===== src/rtl/cdb_wb_queue_pkg.sv =====
// Shared types and default sizing for the CDB writeback queue.
package cdb_pkg;

    localparam int CDB_NUM_SRC = 4;
    localparam int CDB_DEPTH   = 4;
    localparam int CDB_DATA_W  = 32;
    localparam int CDB_TAG_W   = 6;

    typedef struct packed {
        logic [CDB_TAG_W-1:0]  tag;
        logic [CDB_DATA_W-1:0] data;
    } cdb_pkt_t;

endpackage


===== src/rtl/cdb_wb_queue_if.sv =====
// FU result, arbiter request/grant and CDB broadcast signals of the writeback queue.
interface cdb_wb_queue_if
    import cdb_pkg::*;
#(
    parameter int NUM_SRC = CDB_NUM_SRC
);
    logic [NUM_SRC-1:0]            fu_valid;
    logic [NUM_SRC*CDB_TAG_W-1:0]  fu_tag;
    logic [NUM_SRC*CDB_DATA_W-1:0] fu_data;
    logic [NUM_SRC-1:0]            fu_ready;
    logic [NUM_SRC-1:0]            arb_req;
    logic                          arb_req_valid;
    logic [NUM_SRC-1:0]            arb_grant;
    logic                          arb_grant_valid;
    logic                          cdb_valid;
    logic [CDB_TAG_W-1:0]          cdb_tag;
    logic [CDB_DATA_W-1:0]         cdb_data;

    modport master (
        output fu_valid, fu_tag, fu_data, arb_grant, arb_grant_valid,
        input  fu_ready, arb_req, arb_req_valid, cdb_valid, cdb_tag, cdb_data
    );

    modport slave (
        input  fu_valid, fu_tag, fu_data, arb_grant, arb_grant_valid,
        output fu_ready, arb_req, arb_req_valid, cdb_valid, cdb_tag, cdb_data
    );
endinterface


===== src/rtl/cdb_wb_queue_wb_fifo.sv =====
// Per-source result FIFO with explicit pointer wrap, so DEPTH need not be a power of two.
module wb_fifo
    import cdb_pkg::*;
#(
    parameter int DEPTH = CDB_DEPTH
) (
    input  logic                       i_clk,
    input  logic                       i_rst,
    input  logic                       i_push,
    input  logic                       i_pop,
    input  logic                       i_flush,
    input  cdb_pkt_t                   i_din,
    output cdb_pkt_t                   o_dout,
    output logic [$clog2(DEPTH+1)-1:0] o_count,
    output logic                       o_full,
    output logic                       o_empty
);
    localparam int PTR_W = $clog2(DEPTH);
    localparam int CNT_W = $clog2(DEPTH+1);

    logic [PTR_W-1:0] r_wr_ptr;
    logic [PTR_W-1:0] r_rd_ptr;
    logic [CNT_W-1:0] r_count;
    cdb_pkt_t         r_mem [DEPTH];

    function automatic logic [PTR_W-1:0] ptr_next(input logic [PTR_W-1:0] p);
        return (p == PTR_W'(DEPTH-1)) ? '0 : p + 1'b1;
    endfunction

    always_ff @(posedge i_clk) begin
        if (i_rst || i_flush) begin
            r_wr_ptr <= '0;
            r_rd_ptr <= '0;
            r_count  <= '0;
        end else begin
            if (i_push) r_wr_ptr <= ptr_next(r_wr_ptr);
            if (i_pop)  r_rd_ptr <= ptr_next(r_rd_ptr);
            case ({i_push, i_pop})
                2'b10:   r_count <= r_count + 1'b1;
                2'b01:   r_count <= r_count - 1'b1;
                default: r_count <= r_count;
            endcase
        end
    end

    // Storage is not reset; occupancy is tracked solely by the pointers and count.
    always_ff @(posedge i_clk) begin
        if (i_push && !i_rst && !i_flush) r_mem[r_wr_ptr] <= i_din;
    end

    assign o_dout  = r_mem[r_rd_ptr];
    assign o_count = r_count;
    assign o_full  = (r_count == CNT_W'(DEPTH));
    assign o_empty = (r_count == '0);
endmodule


===== src/rtl/cdb_wb_queue.sv =====
// Writeback buffering ahead of the CDB arbiter: per-source FIFOs, grant qualify, registered CDB.
// Optional CDB_BYPASS_EN: an empty, granted source forwards its incoming result straight to the CDB.
module cdb_wb_queue
    import cdb_pkg::*;
#(
    parameter int NUM_SRC = CDB_NUM_SRC,
    parameter int DEPTH   = CDB_DEPTH
) (
    input  logic           i_clk,
    input  logic           i_rst,
    input  logic           i_flush,
    cdb_wb_queue_if.slave  bus
);
    localparam int CNT_W = $clog2(DEPTH+1);

    logic [NUM_SRC-1:0] w_full, w_empty, w_rdy, w_push, w_pop, w_req, w_sel, w_byp;
    logic [CNT_W-1:0]   w_count [NUM_SRC];
    cdb_pkt_t           w_din   [NUM_SRC];
    cdb_pkt_t           w_dout  [NUM_SRC];
    logic               w_onehot, w_grant_ok, w_grant_bad, w_any;
    cdb_pkt_t           w_pkt;
    logic               r_cdb_valid;
    cdb_pkt_t           r_cdb_pkt;

    assign w_onehot    = (bus.arb_grant != '0) &&
                         ((bus.arb_grant & (bus.arb_grant - NUM_SRC'(1))) == '0);
    assign w_grant_ok  = bus.arb_grant_valid & w_onehot;
    assign w_grant_bad = (bus.arb_grant_valid & ~w_onehot) |
                         (~bus.arb_grant_valid & (|bus.arb_grant));

    for (genvar g = 0; g < NUM_SRC; g++) begin : g_src
        assign w_din[g] = '{tag:  bus.fu_tag[g*CDB_TAG_W +: CDB_TAG_W],
                            data: bus.fu_data[g*CDB_DATA_W +: CDB_DATA_W]};
`ifdef CDB_BYPASS_EN
        assign w_byp[g] = w_empty[g] & bus.fu_valid[g] & ~i_flush;
`else
        assign w_byp[g] = 1'b0;
`endif
        // Ready comes from the registered count only: a same-cycle pop gives no credit.
        assign w_rdy[g]  = (w_count[g] < CNT_W'(DEPTH)) & ~i_flush;
        assign w_req[g]  = (~w_empty[g] | w_byp[g]) & ~i_flush;
        assign w_sel[g]  = w_grant_ok & bus.arb_grant[g] & w_req[g];
        assign w_pop[g]  = w_sel[g] & ~w_empty[g];
        assign w_push[g] = bus.fu_valid[g] & w_rdy[g] & ~(w_sel[g] & w_byp[g]);

        wb_fifo #(.DEPTH(DEPTH)) u_fifo (
            .i_clk   (i_clk),
            .i_rst   (i_rst),
            .i_push  (w_push[g]),
            .i_pop   (w_pop[g]),
            .i_flush (i_flush),
            .i_din   (w_din[g]),
            .o_dout  (w_dout[g]),
            .o_count (w_count[g]),
            .o_full  (w_full[g]),
            .o_empty (w_empty[g])
        );
    end

    always_comb begin
        w_any = 1'b0;
        w_pkt = '0;
        for (int i = 0; i < NUM_SRC; i++) begin
            if (w_sel[i]) begin
                w_any = 1'b1;
                w_pkt = w_empty[i] ? w_din[i] : w_dout[i];
            end
        end
    end

    always_ff @(posedge i_clk) begin
        if (i_rst) begin
            r_cdb_valid <= 1'b0;
            r_cdb_pkt   <= '0;
        end else begin
            r_cdb_valid <= w_any;
            if (w_any) r_cdb_pkt <= w_pkt;
        end
    end

    always_ff @(posedge i_clk) begin
        if (!i_rst) begin
            assert (!w_grant_bad)
                else $warning("cdb_wb_queue: illegal grant %b (valid=%b), no pop",
                              bus.arb_grant, bus.arb_grant_valid);
            for (int i = 0; i < NUM_SRC; i++) begin
                assert (!(w_push[i] && w_full[i]))
                    else $error("cdb_wb_queue: overflow push on source %0d", i);
            end
        end
    end

    assign bus.fu_ready      = w_rdy;
    assign bus.arb_req       = w_req;
    assign bus.arb_req_valid = ~i_flush & ~i_rst;
    assign bus.cdb_valid     = r_cdb_valid;
    assign bus.cdb_tag       = r_cdb_pkt.tag;
    assign bus.cdb_data      = r_cdb_pkt.data;
endmodule


===== src/flat_wrapper.sv =====
// flat-port wrapper written by rule: the top's interface ports become plain ports
module cdb_wb_queue_flat import cdb_pkg::*;
#(
    parameter int NUM_SRC = CDB_NUM_SRC,
    parameter int DEPTH   = CDB_DEPTH
)
  (i_clk, i_rst, i_flush, bus_fu_valid, bus_fu_tag, bus_fu_data, bus_arb_grant, bus_arb_grant_valid, bus_fu_ready, bus_arb_req, bus_arb_req_valid, bus_cdb_valid, bus_cdb_tag, bus_cdb_data);
  cdb_wb_queue_if #(.NUM_SRC(NUM_SRC)) bus_i ();
  input  logic i_clk;
  input  logic i_rst;
  input  logic i_flush;
  input wire logic [$bits(bus_i.fu_valid)-1:0] bus_fu_valid;
  input wire logic [$bits(bus_i.fu_tag)-1:0] bus_fu_tag;
  input wire logic [$bits(bus_i.fu_data)-1:0] bus_fu_data;
  input wire logic [$bits(bus_i.arb_grant)-1:0] bus_arb_grant;
  input wire logic [$bits(bus_i.arb_grant_valid)-1:0] bus_arb_grant_valid;
  output wire logic [$bits(bus_i.fu_ready)-1:0] bus_fu_ready;
  output wire logic [$bits(bus_i.arb_req)-1:0] bus_arb_req;
  output wire logic [$bits(bus_i.arb_req_valid)-1:0] bus_arb_req_valid;
  output wire logic [$bits(bus_i.cdb_valid)-1:0] bus_cdb_valid;
  output wire logic [$bits(bus_i.cdb_tag)-1:0] bus_cdb_tag;
  output wire logic [$bits(bus_i.cdb_data)-1:0] bus_cdb_data;
  assign bus_i.fu_valid = bus_fu_valid;
  assign bus_i.fu_tag = bus_fu_tag;
  assign bus_i.fu_data = bus_fu_data;
  assign bus_i.arb_grant = bus_arb_grant;
  assign bus_i.arb_grant_valid = bus_arb_grant_valid;
  assign bus_fu_ready = bus_i.fu_ready;
  assign bus_arb_req = bus_i.arb_req;
  assign bus_arb_req_valid = bus_i.arb_req_valid;
  assign bus_cdb_valid = bus_i.cdb_valid;
  assign bus_cdb_tag = bus_i.cdb_tag;
  assign bus_cdb_data = bus_i.cdb_data;
  cdb_wb_queue #(.NUM_SRC(NUM_SRC), .DEPTH(DEPTH)) u_core (.i_clk(i_clk), .i_rst(i_rst), .i_flush(i_flush), .bus(bus_i));
endmodule

===== config.mk =====
export PLATFORM = sky130hd
export DESIGN_NAME = cdb_wb_queue_flat
export DESIGN_NICKNAME = d
export VERILOG_FILES = /design/src/rtl/cdb_wb_queue_pkg.sv /design/src/rtl/cdb_wb_queue_if.sv /design/src/rtl/cdb_wb_queue_wb_fifo.sv /design/src/rtl/cdb_wb_queue.sv /design/src/flat_wrapper.sv
export SDC_FILE = /design/constraint.sdc
export NUM_CORES = 1
export LEC_CHECK = 0
export CELL_PAD_IN_SITES_DETAIL_PLACEMENT = 0
export CELL_PAD_IN_SITES_GLOBAL_PLACEMENT = 2
export CORE_ASPECT_RATIO = 1.5
export CORE_UTILIZATION = 25
export CTS_BUF_LIST = sky130_fd_sc_hd__clkbuf_16
export DETAILED_ROUTE_END_ITERATION = 10
export PLACE_DENSITY = 0.55
export SLEW_MARGIN = 40
export SYNTH_ARGS = -nofsm -noshare
export SYNTH_HDL_FRONTEND = slang
export SYNTH_SLANG_ARGS = --single-unit

===== constraint.sdc =====
create_clock -name i_clk -period 2.5 [get_ports i_clk]
set_input_delay 0.375 -clock i_clk [delete_from_list [all_inputs] [get_ports i_clk]]
set_output_delay 0.375 -clock i_clk [all_outputs]
set_load 0.01 [all_outputs]

==> metrics.yaml, run 1 <==
logic_synthesis:
  ys_seq_area_frac: 0.7492
  yosysWarnings: 0
  synth_area_leader_cell: "edfxtp_1"
  synth.top_cell.area_share: 0.6923
  synth_edf_count: 608
  ys_top_cells_by_count: "edfxtp_1 (608), mux4_2 (152), nand4_1 (124)"
  synth_cell_types: 45
  synth_area_leaders: "edfxtp_1 (69%), mux4_2 (13%), dfxtp_1 (5.7%)"
  syn_area_per_cell_um2: 19.74
  synth_seq_cells: 683
  synth_area_mm2: 0.02637
  syn_inst: 1336
  synth-main-ff-cell: "edfxtp_1"
  syn_nets: 1528
  yosysMostFrequentCell: "edfxtp_1"
  synth-async-reset-ratio: 0
sta:
  period_minus_slack_ns: 2.392
  relSlewSlack: 0.5665
  final-setup-viol-count: 0
  worst_pin_slew_ns: 0.6502
  fin_worst_skew_ns: 0.01411
  hold_slack_ns: 0.3883
  report.final.hold_viol_count: 0
  finalCritPeriodShare: 0.9566
  fin_tns_setup_ns: 0
  slew_violations: 0
  grt_setup_unrepaired: "false"
  fmax_ghz: 0.4181
routing:
  routed_wl_mm: 69.10
  avgRoutedWirePerCell_um: 22.47
  via_count: 13613
  drc: 0
  ant_nets: 0
  drtPass1Iterations: 5
  via_per_inst: 4.426
  drt-initial-drc-count: 697
flow_run:
  maxCapViolCount: 0
critical_path:
  crit_arrival_ns: 2.02
  crit_family: "simple AND/OR/NAND/NOR gates"
  critical_path_depth: 3
  cp_num_buf_inv: 1
  crit_end: "bus_arb_req[2]"
  reg2reg_to: "u_core.g_src[2].u_fifo.o_count[2]"
  endpoint_kind: "output port"
  required_ns: 2.12
  crit_type: "flip-flop to output port"
  r2r_start: "u_core.g_src[2].u_fifo.o_count[2]"
  start_kind: "flip-flop"
  cp_cell_sequence: "nor3_1, nor2_1, clkdlybuf4s50_1"
  crit_path_max_fanout: 5
  critPathLaunch: "u_core.g_src[2].u_fifo.o_count[2]"
  reg2reg_depth: 9
  slowest_delay_ns: 0.50
  slowest_stage: "clkdlybuf4s50_1"
  rrSetupSlack_ns: 0.34
clock_tree:
  cts_hold_buf: 0
  cts_buffers: 67
  cts-root-buf: "clkbuf_16"
  clock_sinks: 683
  post_cts_buffers: 0
  cts_tree: "done"
  clk_latency_ns: 0.62
  cts_resized: 0
  clockBufferDepth: 3
  path_clk_slew_ns: 0.07
  cts.htree.levels: 3
layout:
  drive_gt1_frac: 0.2274
  syn2layout_area_growth_pct: 26.28
  diodes: 0
  nets: 1819
floorplan:
  io_pins: 212
  start_util: 0.2528
  core_area_mm2: 0.1043
  die_area_mm2: 0.1068
  die_w_um: 267.2
  die_h_um: 399.8
  rows: 145
power_and_ir_drop:
  power.density_mw_per_mm2: 711.2
  p_leak_uw: 0.01034
  ir_worst_vdd_uv: 340.1
status:
  status: "complete, no violations"
grt:
  track_usage: 0.1310
  grt_max_degree: 69
  gr-total-overflow: 0
  grt_pass1_wl_mm: 101.5
  grt_pass1_vias: 14800
  antenna_found_initial: 28
placed_design:
  dp_hpwl_mm: 49.92
  place.gp.congestion: 0.7501
  io_buffers: 211
min_path:
  hold_path_class: "input pin to flip-flop"
-- metrics by stage --
stage	power [uW]	instances	util	setup slack, ns	instance area, um2
2_1_floorplan	13050	1336	-	-0.1017	26390
3_3_place_gp	13610	2954	0.2978	-0.3836	31060
3_5_place_dp	13640	2954	0.2978	-0.3813	31060
4_1_cts	24100	3076	0.3193	0.01735	33300
5_1_grt	24470	3076	0.3193	0.02165	33300
6_report	23690	3076	0.3193	0.1084	33300
-- state kept, by name (all words and copies together), names as in the netlist, named ones only --
name and cells:
u_core.g_src.u_fifo.o_count 12, u_core.g_src.u_fifo.r_mem 608, u_core.bus.cdb_valid 1, u_core.g_src.u_fifo.r_wr_ptr 8, u_core.g_src.u_fifo.r_rd_ptr 8, u_core.bus.cdb_tag 6
u_core.bus.cdb_data 32
-- report_power, final --
group	total [uW]	switching (uW)	internal [uW]
Sequential	12500	27.2	12500
Combinational	834	420	414
Clock	10300	4240	6070
Total	23700	4690	19000
-- layout by cell type, fill, tap and decap left out, types with 8 or more instances in the layout --
master and n:
edfxtp_1 608, clkdlybuf4s50_1 211, mux4_2 152, nand4_1 124
clkbuf_16 71, dfxtp_1 67, buf_4 65, inv_1 42
buf_12 33, o21a_1 31, a22o_1 31, nor2_1 30
ha_1 23, nand2_1 20, a21oi_1 20, and2_2 16
or3_1 12, a22oi_1 12, clkinv_1 12, clkinv_2 10
xor2_1 9, bufinv_16 9, dfxtp_2 8
-- cell families (layout without fill, tap and decap cells) --
family                     count (synthesis)  count (layout)  synth area share
AOI/OAI and AO/OA                        122             122           0.03440
muxes                                    156             156            0.1313
DFF                                      683             683            0.7492
and+or+nand+nor                          222             222           0.04906
adders and majority gates                 28              28           0.01442
buffers and inverters                    116             460           0.01860
xor gates and xnor gates                   9               9          0.002989
-- layout make-up --
cell class / instances / area, um2
fillers: 10025 / 71010
flip-flops and latches: 683 / 19770
multi-input cells: 537 / 6176
repair buffers: 309 / 3261
clock buffers: 71 / 1777
well taps: 1396 / 1747
clock inverters: 51 / 466.7
inverters: 29 / 108.9
-- per-layer routing --
metal | track usage | routed length, um
met3 | 0.03715 | 4100
met1 | 0.1562 | 28090
met2 | 0.2224 | 34810
met4 | 0.05018 | 1840
met5 | 0 | 269
-- worst register-to-register path, cell delays in order, from the launching register on --
cell	delay (ns)
dfxtp_1	0.42
or3_1	0.24
nand3_1	0.13
inv_1	0.09
ha_1	0.16
inv_1	0.05
fa_1	0.37
xor2_1	0.16
or3_1	0.32
a21oi_1	0.14
-- worst min path at each step --
stage	cells after the start	to	slack (ns)	from
finish	1	u_core.g_src[3].u_fifo.r_mem[2][32]	0.39	bus_fu_tag[18]
global route	1	u_core.g_src[3].u_fifo.r_mem[2][32]	0.37	bus_fu_tag[18]
CTS	1	u_core.g_src[3].u_fifo.r_mem[2][32]	0.33	bus_fu_tag[18]
detailed placement	2	flip-flop	0.46	u_core.g_src[3].u_fifo.r_rd_ptr[1]
global placement	2	flip-flop	0.45	u_core.g_src[2].u_fifo.r_rd_ptr[1]
floorplan	2	flip-flop	0.45	u_core.g_src[3].u_fifo.r_rd_ptr[1]
No activity file was read; power rests on OpenSTA's default activity.
==> run 2: changes to the inputs <==
--- a/config.mk
+++ b/config.mk
@@ -5,12 +5,14 @@
 export SDC_FILE = /design/constraint.sdc
 export NUM_CORES = 1
 export LEC_CHECK = 0
+export CAP_MARGIN = 10
 export CELL_PAD_IN_SITES_DETAIL_PLACEMENT = 0
 export CELL_PAD_IN_SITES_GLOBAL_PLACEMENT = 2
 export CORE_ASPECT_RATIO = 1.5
 export CORE_UTILIZATION = 25
 export CTS_BUF_LIST = sky130_fd_sc_hd__clkbuf_16
 export DETAILED_ROUTE_END_ITERATION = 10
+export MAX_ROUTING_LAYER = met4
 export PLACE_DENSITY = 0.55
 export SLEW_MARGIN = 40
 export SYNTH_ARGS = -nofsm -noshare
==> run 2 against run 1 <==
  * Worst hold slack improved by 0.0034 ns
  * Die area unchanged
  * Combinational power about the same
  * Clock-buffer cell count unchanged
  * Register-to-register slack about the same
  * Setup slack got worse by 0.017 ns
  * Via count decreased by 0.27%
  * Sequential share of layout area decreased by 0.094 points
  * Cell area increased by 0.16%
  * Wire length about the same
  * Largest power group unchanged
==> metrics.yaml, run 2 (same netlist as run 1, synthesis figures left out) <==
clock_tree:
  cts_buffers: 67  # unchanged
  cts_tree: "done"  # unchanged
  cts-root-buf: "clkbuf_16"  # unchanged
  clockBufferDepth: 3  # unchanged
  path_clk_slew_ns: 0.07  # about the same
  cts_hold_buf: 0  # unchanged
  cts_resized: 0  # unchanged
  clock_sinks: 683  # unchanged
  clk_latency_ns: 0.61  # was 0.62 ns
  cts.htree.levels: 3  # unchanged
  post_cts_buffers: 0  # unchanged
critical_path:
  start_kind: "flip-flop"  # unchanged
  crit_path_max_fanout: 5  # unchanged
  crit_arrival_ns: 2.03  # was 2.02 ns
  required_ns: 2.12  # about the same
  critPathLaunch: "u_core.g_src[2].u_fifo.o_count[2]"  # unchanged
  r2r_start: "u_core.g_src[2].u_fifo.o_count[2]"  # unchanged
  crit_type: "flip-flop to output port"  # unchanged
  endpoint_kind: "output port"  # unchanged
layout:
  drive_gt1_frac: 0.2274  # unchanged
  nets: 1819  # unchanged
  top_register: "u_core.g_src.u_fifo.r_mem"  # unchanged
  largest_register_ffs: 608  # unchanged
  design_area_mm2: 0.03336  # was 0.03330 mm2
  layout_common_cells: "edfxtp_1 (608), clkdlybuf4s50_1 (211), mux4_2 (152), nand4_1 (124), clkbuf_16 (71)"  # unchanged
  final_common_cell: "edfxtp_1"  # unchanged
  syn2layout_area_growth_pct: 26.48  # was 26.28%
  final_cell_count_no_fill: 3097  # was 3,076
min_path:
  hold_start: "bus_fu_tag[18]"  # unchanged
  hold_path_class: "input pin to flip-flop"  # unchanged
power_and_ir_drop:
  ir_worst_vdd_uv: 335.9  # was 340.1 uV
  power.density_mw_per_mm2: 710.3  # was 711.2 mW/mm2
  p_leak_uw: 0.01035  # was 0.01034 uW
  finalPower_uw: 23690  # about the same
routing:
  drc: 0  # unchanged
  ant_nets: 0  # unchanged
  avgRoutedWirePerCell_um: 22.33  # was 22.47 um
  drt-initial-drc-count: 731  # was 697
  via_count: 13576  # was 13,613
  routed_wl_mm: 69.17  # was 69.10 mm
  via_per_inst: 4.384  # was 4.426
  drtPass1Iterations: 5  # unchanged
sta:
  report.final.hold_viol_count: 0  # unchanged
  grt_setup_unrepaired: "false"  # unchanged
  slew_violations: 0  # unchanged
  finalCritPeriodShare: 0.9635  # was 0.9566
  worst_pin_slew_ns: 0.6556  # was 0.6502 ns
  fin_ws_ns: 0.09120  # was 0.1084 ns
  relSlewSlack: 0.5629  # was 0.5665
  period_minus_slack_ns: 2.409  # was 2.392 ns
  fin_worst_skew_ns: 0.01464  # was 0.01411 ns
  fmax_ghz: 0.4151  # was 0.4181 GHz
  final-setup-viol-count: 0  # unchanged
placed_design:
  dp_hpwl_mm: 49.92  # unchanged
  dp_slack_ns: -0.3813  # unchanged
  io_buffers: 211  # unchanged
  dp.cells: 2954  # unchanged
  dpl_cell_area_mm2: 0.03106  # unchanged
  place.gp.congestion: 0.7594  # was 0.7501
floorplan:
  die_area_mm2: 0.1068  # unchanged
  core_area_mm2: 0.1043  # unchanged
  rows: 145  # unchanged
  die_w_um: 267.2  # unchanged
  start_util: 0.2528  # unchanged
  die_h_um: 399.8  # unchanged
  io_pins: 212  # unchanged
grt:
  grt_max_degree: 69  # unchanged
  gr-total-overflow: 0  # unchanged
  grt_pass1_vias: 14832  # was 14,800
  track_usage: 0.1351  # was 0.1310
  antenna_found_initial: 27  # was 28
  grt_pass1_wl_mm: 101.5  # about the same
flow_run:
  maxCapViolCount: 0  # unchanged
status:
  status: "complete, no violations"  # unchanged
## run 2: cell types whose count changed in the layout (fill, tap and decap cells not counted)
cell     delta
diode_2    +21
## run 2: power breakdown
group | leakage [uW] | switching [uW] | internal, uW
clock | 0.00115 | 4250 | 6070
sequential | 0.00610 | 27.3 | 12500
combinational | 0.00310 | 422 | 414
## run 2: layer usage
| metal | GRT usage | vias up | part of all wire |
|---|---|---|---|
| met1 | 0.1580 | 7080 | 0.42 |
| met2 | 0.2232 | 247 | 0.50 |
| li1 | - | 6160 | - |
| met3 | 0.03408 | 89 | 0.057 |
| met4 | 0.05039 | 0 | 0.026 |
| met5 | - | - | 0 |
## run 2: cell type report
cell class	instances	area [um2]
Antenna cell	21	52.55
Clock buffer	71	1777
Clock inverter	51	466.7
Fill cell	10013	70960
Inverter	29	108.9
Multi-Input combinational cell	537	6176
Sequential cell	683	19770
Tap cell	1396	1747
Timing Repair Buffer	309	3261
## run 2: worst max-delay path, stage by stage (launching register included)
cell             delay (ns)
dfxtp_1                0.36
nor3_1                 0.46
nor2_1                 0.10
clkdlybuf4s50_1        0.50
## run 2: stage by stage
step / utilization / hold WS [ns] / TNS, ns
floorplan: - / 0.4541 / -0.1017
global placement: 0.2978 / 0.4542 / -14.67
detailed placement: 0.2978 / 0.4642 / -25.13
CTS: 0.3193 / 0.3339 / 0
global route: 0.3198 / 0.3651 / 0
finish: 0.3198 / 0.3917 / 0
## run 2: path summary, 6_finish.rpt
| path | to | cells after the start | slack [ns] |
|---|---|---|---|
| worst max-delay path | bus_arb_req[2] | 3 | 0.09 |
| worst max register to register | u_core.g_src[2].u_fifo.o_count[2] | 9 | 0.33 |
| worst min register to register | flip-flop | 2 | 0.47 |
| worst min-delay path | u_core.g_src[3].u_fifo.r_mem[2][32] | 1 | 0.39 |
==> run 3: changes to the inputs <==
--- a/config.mk
+++ b/config.mk
@@ -9,12 +9,12 @@
 export CELL_PAD_IN_SITES_DETAIL_PLACEMENT = 0
 export CELL_PAD_IN_SITES_GLOBAL_PLACEMENT = 2
 export CORE_ASPECT_RATIO = 1.5
-export CORE_UTILIZATION = 25
+export CORE_UTILIZATION = 40
 export CTS_BUF_LIST = sky130_fd_sc_hd__clkbuf_16
 export DETAILED_ROUTE_END_ITERATION = 10
 export MAX_ROUTING_LAYER = met4
-export PLACE_DENSITY = 0.55
-export SLEW_MARGIN = 40
+export PLACE_DENSITY = 0.79
+export SLEW_MARGIN = 15
 export SYNTH_ARGS = -nofsm -noshare
 export SYNTH_HDL_FRONTEND = slang
 export SYNTH_SLANG_ARGS = --single-unit
==> run 3 against run 2 <==
  * Cell count is 17% lower
  * Register-to-register slack better by 0.06 ns
  * Combinational power is 4.1% lower
  * Utilization is 18 points higher
  * Sequential power hardly changed
  * Cell area is 2.2% lower
  * First-iteration DRC count is 16% higher
  * Via count is 0.11% lower
  * Die area is 37% lower
  * Clock power is 5% lower
  * Critical path depth stayed put
  * Worst hold slack worse by 0.034 ns
  * Critical path type unchanged
  * Highest routed layer unchanged
==> metrics.yaml, run 3 (same netlist as run 1, synthesis figures left out) <==
critical_path:
  crit_family: "simple AND/OR/NAND/NOR gates"  # unchanged
  crit_arrival_ns: 1.97  # was 2.03 ns
  slowest_delay_ns: 0.47  # was 0.50 ns
  start_kind: "flip-flop"  # unchanged
  endpoint_kind: "output port"  # unchanged
  cp_cell_sequence: "or3_1, nor2b_1, clkdlybuf4s50_1"  # was nor3_1, nor2_1, clkdlybuf4s50_1
  slowest_stage: "clkdlybuf4s50_1"  # unchanged
  cp_num_buf_inv: 1  # unchanged
  crit_type: "flip-flop to output port"  # unchanged
  crit_path_max_fanout: 4  # was 5
  required_ns: 2.12  # about the same
  rrSetupSlack_ns: 0.39  # was 0.33 ns
grt:
  grt_pass1_wl_mm: 88.83  # was 101.5 mm
  track_usage: 0.1847  # was 0.1351
  gr-total-overflow: 0  # unchanged
  grt_pass1_vias: 14261  # was 14,832
  antenna_found_initial: 16  # was 27
  grt_max_degree: 63  # was 69
floorplan:
  die_area_mm2: 0.06698  # was 0.1068 mm2
  die_w_um: 211.7  # was 267.2 um
  rows: 114  # was 145
  die_h_um: 316.5  # was 399.8 um
  core_area_mm2: 0.06476  # was 0.1043 mm2
  io_pins: 212  # unchanged
  start_util: 0.4073  # was 0.2528
routing:
  via_per_inst: 5.268  # was 4.384
  drtPass1Iterations: 5  # unchanged
  ant_nets: 0  # unchanged
  via_count: 13561  # was 13,576
  routed_wl_mm: 58.77  # was 69.17 mm
  avgRoutedWirePerCell_um: 22.83  # was 22.33 um
  drt-initial-drc-count: 845  # was 731
  drc: 0  # unchanged
sta:
  worst_pin_slew_ns: 0.6194  # was 0.6556 ns
  hold_slack_ns: 0.3577  # was 0.3917 ns
  report.final.hold_viol_count: 0  # unchanged
  relSlewSlack: 0.5871  # was 0.5629
  grt_setup_unrepaired: "false"  # unchanged
  final-setup-viol-count: 0  # unchanged
  finalCritPeriodShare: 0.9386  # was 0.9635
  fin_worst_skew_ns: 0.01611  # was 0.01464 ns
  fin_ws_ns: 0.1536  # was 0.09120 ns
  slew_violations: 0  # unchanged
  fmax_ghz: 0.4262  # was 0.4151 GHz
  period_minus_slack_ns: 2.346  # was 2.409 ns
power_and_ir_drop:
  clock_power_share: 0.424  # was 0.435
  finalPower_uw: 23150  # was 23,690 uW
  p_comb_frac: 0.035  # about the same
  ir_worst_vdd_uv: 575.5  # was 335.9 uV
  p_int_uw: 18650  # was 19,000 uW
  p_sw_frac: 0.1945  # was 0.1983
  p_leak_uw: 0.01035  # about the same
  p_seq_frac: 0.542  # was 0.529
  switchingPower_uw: 4501  # was 4697 uW
  power.density_mw_per_mm2: 709.4  # was 710.3 mW/mm2
clock_tree:
  clock_sinks: 683  # unchanged
  path_clk_slew_ns: 0.07  # about the same
  cts_tree: "done"  # unchanged
  cts_resized: 0  # unchanged
  cts_hold_buf: 0  # unchanged
  clk_latency_ns: 0.63  # was 0.61 ns
  cts-root-buf: "clkbuf_16"  # unchanged
  cts.htree.levels: 2  # was 3
  clockBufferDepth: 3  # unchanged
  cts_buffers: 60  # was 67
  post_cts_buffers: 0  # unchanged
placed_design:
  io_buffers: 211  # unchanged
  dp.cells: 2447  # was 2,954
  dpl_cell_area_mm2: 0.03047  # was 0.03106 mm2
  dp_slack_ns: -0.3897  # was -0.3813 ns
  place.gp.congestion: 0.8268  # was 0.7594
  dp_hpwl_mm: 41.58  # was 49.92 mm
layout:
  nets: 1831  # was 1,819
  largest_register_ffs: 608  # unchanged
  top_register: "u_core.g_src.u_fifo.r_mem"  # unchanged
  syn2layout_area_growth_pct: 23.72  # was 26.48%
  drive_gt1_frac: 0.2336  # was 0.2274
  final_common_cell: "edfxtp_1"  # unchanged
  final_cell_count_no_fill: 2574  # was 3,097
  design_area_mm2: 0.03263  # was 0.03336 mm2
  layout_common_cells: "edfxtp_1 (608), clkdlybuf4s50_1 (211), mux4_2 (152), nand4_1 (124), buf_4 (89)"  # was edfxtp_1 (608), clkdlybuf4s50_1 (211), mux4_2 (152), nand4_1 (124), clkbuf_16 (71)
status:
  status: "complete, no violations"  # unchanged
min_path:
  hold_path_class: "input pin to flip-flop"  # unchanged
flow_run:
  maxCapViolCount: 0  # unchanged
run 3: cell types whose count changed in the layout (fill, tap and decap cells not counted), moves of 4 or more:
cell       change
diode_2        -4
buf_12         -5
buf_4         +24
inv_1          -5
clkbuf_16      -6
run 3: power by group through the flow:
| stage | logic [uW] | clock network (uW) | registers, uW |
|---|---|---|---|
| floorplan | 263 | 0 | 12800 |
| global placement | 782 | 0 | 12800 |
| detailed placement | 809 | 0 | 12800 |
| CTS | 815 | 10000 | 12500 |
| global route | 867 | 10400 | 12500 |
| finish | 802 | 9800 | 12500 |
run 3: area by class of cell:
type / instances / area (um2)
multi-input combinational: 537 / 6168
timing repair buffer: 328 / 3341
clock inverter: 45 / 486.7
antenna: 17 / 42.54
inverter: 29 / 108.9
sequential: 683 / 19770
clock buffer: 65 / 1627
tap: 870 / 1089
fill: 5293 / 32130
run 3: path summary, 6_finish.rpt:
path                                      from                                  to  cells past startpoint
min reg2reg              u_core.bus.cdb_tag[2]               u_core.bus.cdb_tag[2]                      1
min                            bus_fu_valid[0]  u_core.g_src[0].u_fifo.r_wr_ptr[1]                      3
max          u_core.g_src[3].u_fifo.o_count[2]                      bus_arb_req[3]                      3
max reg2reg  u_core.g_src[2].u_fifo.o_count[2]   u_core.g_src[2].u_fifo.o_count[2]                      9
run 3: through the flow:
step	util	TNS, ns
detailed placement	0.4706	-4.420
global placement	0.4706	-1.941
global route	0.5038	0
finish	0.5038	0
floorplan	-	-0.1017
CTS	0.5032	0
run 3: per-layer routing:
layer	vias up	part of all wire	global-route usage
li1	6169	-	-
met4	0	0.023	0.04924
met2	313	0.50	0.3013
met1	6978	0.41	0.2280
met3	101	0.064	0.04823
met5	-	0	-
run 3: worst register-to-register path, cell delays in order (launching register included):
cell	delay (ns)
dfxtp_1	0.39
or3_1	0.21
nand3_1	0.12
inv_1	0.10
ha_1	0.16
inv_1	0.06
fa_1	0.38
xor2_1	0.15
or3_1	0.30
a21oi_1	0.16
==> edit 1, RTL diff (config.mk and constraints of run 3) <==
Add a define of `CDB_BYPASS_EN`.
--- a/src/rtl/cdb_wb_queue.sv
+++ b/src/rtl/cdb_wb_queue.sv
@@ -1,5 +1,7 @@
 // Writeback buffering ahead of the CDB arbiter: per-source FIFOs, grant qualify, registered CDB.
 // Optional CDB_BYPASS_EN: an empty, granted source forwards its incoming result straight to the CDB.
+`define CDB_BYPASS_EN
+
 module cdb_wb_queue
     import cdb_pkg::*;
 #(
Function: changed (Yosys sat finds a counterexample within 4 cycles, from zero or initial values and one cycle with i_rst high).
==> edit 1 against run 3 <==
  * Final cell count increased by 11%
  * Die area increased by 4.9%
  * Hold slack improved by 39 ps
  * Setup slack got worse by 130 ps
  * Critical path depth increased by 8
  * Wire length increased by 17%
  * Synthesized area increased by 5.0%
  * Total power increased by 0.56%
  * Sequential cell count unchanged
  * First-iteration DRC count increased by 63%
  * Final area increased by 5.9%
  * Maximum frequency decreased by 5.2%
  * Global-route usage increased by 1.6 points
  * Critical path type is now reg -> reg
  * Critical endpoint is now u_core.g_src[3].u_fifo.o_count[2]$_SDFFE_PN0P_
  * Highest routed layer unchanged
==> edit 1: results <==
set metrics [dict create \
    outcome "completed" \
    grt_pass1_vias 15900 \
    crit_fanout 3 \
    wl_met3_um 4640 \
    ys_top_cells_by_count "608 x edfxtp_1, 172 x nand2_1, 152 x mux4_2" \
    met1_length_um 28600 \
    grt_pass1_wl_um 102000 \
    worstPathArrival_ps 3030 \
    ys_top_cells_by_area "edfxtp_1 66%, mux4_2 12%, dfxtp_1 5.4%" \
    rrSetupSlack_ps 20 \
    placed_area_mm2 0.0324 \
    drt_iter0_markers 1380 \
    syn_inst 1547 \
    grtUsageMet3_pct 4.68 \
    wl_met2_um 33900 \
    numCtsBuffers 61 \
    num_vias 15400 \
    synth_nets 1739 \
    powerDensity_mw_per_mm2 674 \
    ys_types 52 \
    synth-xor-area-share_pct 0.285 \
    synth_fa_ha_area_share_pct 1.37 \
    drive_above_1_share_pct 24.4 \
    r2r_cells 11 \
    use_met2_pct 32.3 \
    hold_depth 1 \
]
## edit 1: worst paths after layout
check	start	end
worst max-delay path	u_core.g_src[3].u_fifo.o_count[2]$_SDFFE_PN0P_	u_core.g_src[3].u_fifo.o_count[2]$_SDFFE_PN0P_
worst min-delay path	bus_fu_data[108]	u_core.g_src[3].u_fifo.r_mem[1][12]$_DFFE_PP_
worst max register to register	u_core.g_src[3].u_fifo.o_count[2]$_SDFFE_PN0P_	u_core.g_src[3].u_fifo.o_count[2]$_SDFFE_PN0P_
worst min register to register	u_core.bus.cdb_data[21]$_SDFFE_PP0P_	u_core.bus.cdb_data[21]$_SDFFE_PP0P_
## edit 1: worst reg2reg max path: cells and delay by family (launching register included)
kind                     cells  cell delay [ps]
XOR/XNOR                     1              140
buffers and inverters        2              380
AND/OR/NAND/NOR              3              630
adder cells (fa/ha/maj)      2              560
AO/OA/AOI/OAI                3              360
flip-flops                   1              340
## edit 1: per-stage QoR
stage | worst slack, ps | total power, µW
floorplan | -461 | 13300
global placement | -817 | 14000
detailed placement | -919 | 14000
CTS | -59.4 | 23500
global route | -81.1 | 24000
finish | 23.9 | 23300
## edit 1: power by group through the flow
stage / registers, µW / clock network, µW / logic [µW]
5_1_grt: 12600 / 10100 / 1320
4_1_cts: 12500 / 9720 / 1230
6_report: 12600 / 9500 / 1230
3_5_place_dp: 12800 / 0 / 1230
2_1_floorplan: 12800 / 0 / 471
3_3_place_gp: 12800 / 0 / 1200
## edit 1: area by class of cell
class	count	share of cell area, %
sequential	683	57.3
multi-input combinational	753	22.3
timing repair buffer	370	10.9
clock buffer	62	4.49
tap	892	3.23
clock inverter	54	1.41
inverter	19	0.214
antenna	19	0.138
==> edit 2, RTL diff (settings of run 3) <==
Without the edit above. Reset style: asynchronous (`i_rst`), changed in one clocked block.
--- a/src/rtl/cdb_wb_queue.sv
+++ b/src/rtl/cdb_wb_queue.sv
@@ -68,7 +68,7 @@
         end
     end
 
-    always_ff @(posedge i_clk) begin
+    always_ff @(posedge i_clk or posedge i_rst) begin
         if (i_rst) begin
             r_cdb_valid <= 1'b0;
             r_cdb_pkt   <= '0;
Behaviour: differs if i_rst is asserted again (counterexample within 4 cycles, from zero or initial values and one cycle with i_rst high); with i_rst held inactive, the same outputs for 4 cycles.
==> edit 2 against run 3 <==
  * Final cell count hardly changed
  * Core utilization shrank 0.73 points
  * Sequential cell count unchanged
  * Critical path type unchanged
  * Maximum frequency down 2.7%
  * Synthesized area increased by 1.3%
  * Global-route usage down 0.18 points
  * Wire length grew 0.44%
  * Highest routed layer unchanged
  * Critical path depth stayed put
  * Count of clock-buffer cells in the layout decreased by 6
  * Final area barely moved
  * Setup slack got worse by 64 ps
Power is not compared: it rests on default switching activity, and its combinational part moved more than twofold at a synthesized area within 25%.
==> edit 2: results <==
set metrics [dict create \
    dpl.cell_count 2451 \
    gp_congestion 0.823 \
    rr_endpoint "u_core.bus.cdb_data[2]$_DFFE_PP0P_" \
    hpwl_um 41400 \
    max_slew_margin_pct 64.3 \
    ys_top_cells_by_count "608 x edfxtp_1, 152 x mux4_2, 126 x nor2_1" \
    grt_pass1_wl_um 89300 \
    fin_cells 2576 \
    place_ws_ps -569 \
    outcome "completed" \
    synth_nets 1548 \
    grt_usage_pct 18.3 \
    ys_seq_area_share_pct 74.7 \
    cp-endpoint "bus_arb_req[0]" \
    grt_pass1_vias 14200 \
    ys_top_cells_by_area "edfxtp_1 68%, mux4_2 13%, dfrtp_1 3.7%" \
    grt_start_max_net_pins 66 \
    cpPeakStageDelay_ps 500 \
    use_met2_pct 28.6 \
    num-nets-final 1827 \
    p_leak_uw 0.0107 \
    antenna_found_initial 19 \
    drive_above_1_share_pct 21.4 \
    synth-async-reset-ratio_pct 5.71 \
    numCtsBuffers 59 \
    placed_area_mm2 0.0306 \
    wirelength_um 59000 \
    gr-usage-met1_pct 23.6 \
    min_to "u_core.g_src[1].u_fifo.r_wr_ptr[1]$_SDFFE_PN0P_" \
    via_per_inst 5.23 \
    hold_slack_ps 357 \
    drt_iter0_markers 908 \
    post-route-period-util_pct 96.4 \
    avgSynthCellArea_um2 19.7 \
    worstPathArrival_ps 2040 \
]
==> edit 2: cell types whose count changed after synthesis, moves of 31 or more <==
cell | run 3 | this run
nand4_1 | 124 | 1
nor2_1 | 30 | 126
dfrtp_1 | 0 | 39
dfxtp_1 | 75 | 36
a211o_1 | 0 | 33
and4b_1 | 0 | 32
o32ai_1 | 0 | 32
nor3b_1 | 2 | 33
o21a_1 | 31 | 0
==> edit 2: worst register-to-register path, cell delays in order (launching register included) <==
cell and delay (ps):
dfxtp_2 380, buf_12 220, mux4_2 590, nor3b_1 160, o32ai_1 500, nor2_1 80, a211o_1 270
==> edit 2: cells by family after synthesis <==
logic type      Yosys count  synth area share [%]
flops                   683                  74.7
simple gates            258                  5.36
mux                     157                  13.0
compound gates          119                  3.52
buf+inv                 102                  1.67
fa+ha+maj                28                  1.42
xor+xnor                  9                 0.295
==> edit 2: per-layer routing <==
layer  share of wire (%)  wire, µm
met1                  41     24200
met2                  49     29100
met3                 7.5      4400
met4                 2.3      1360
met5                   0         0
==> edit 2: layout make-up <==
cell class / count / area (µm²)
Antenna cell: 19 / 47.5
Clock buffer: 59 / 1480
Inverter: 26 / 100
Fill cell: 5375 / 33100
Tap cell: 877 / 1100
Multi-Input combinational cell: 571 / 6420
Clock inverter: 47 / 463
Sequential cell: 683 / 20000
Timing Repair Buffer: 294 / 3090
==> edit 2: power by group through the flow <==
stage	Sequential, µW	Combinational, µW	Clock (µW)
2_1_floorplan	13200	473	0
3_3_place_gp	13200	1600	0
3_5_place_dp	13200	1640	0
4_1_cts	13000	1640	9390
5_1_grt	13000	1740	9780
6_report	13000	1620	9150
==> edit 2: repair_timing <==
item / CTS / global route
resized for setup: 0 / 5
buffers inserted: 0 / 0
setup endpoints to repair: 0 / 2
endpoints found under the hold margin: 0 / 0
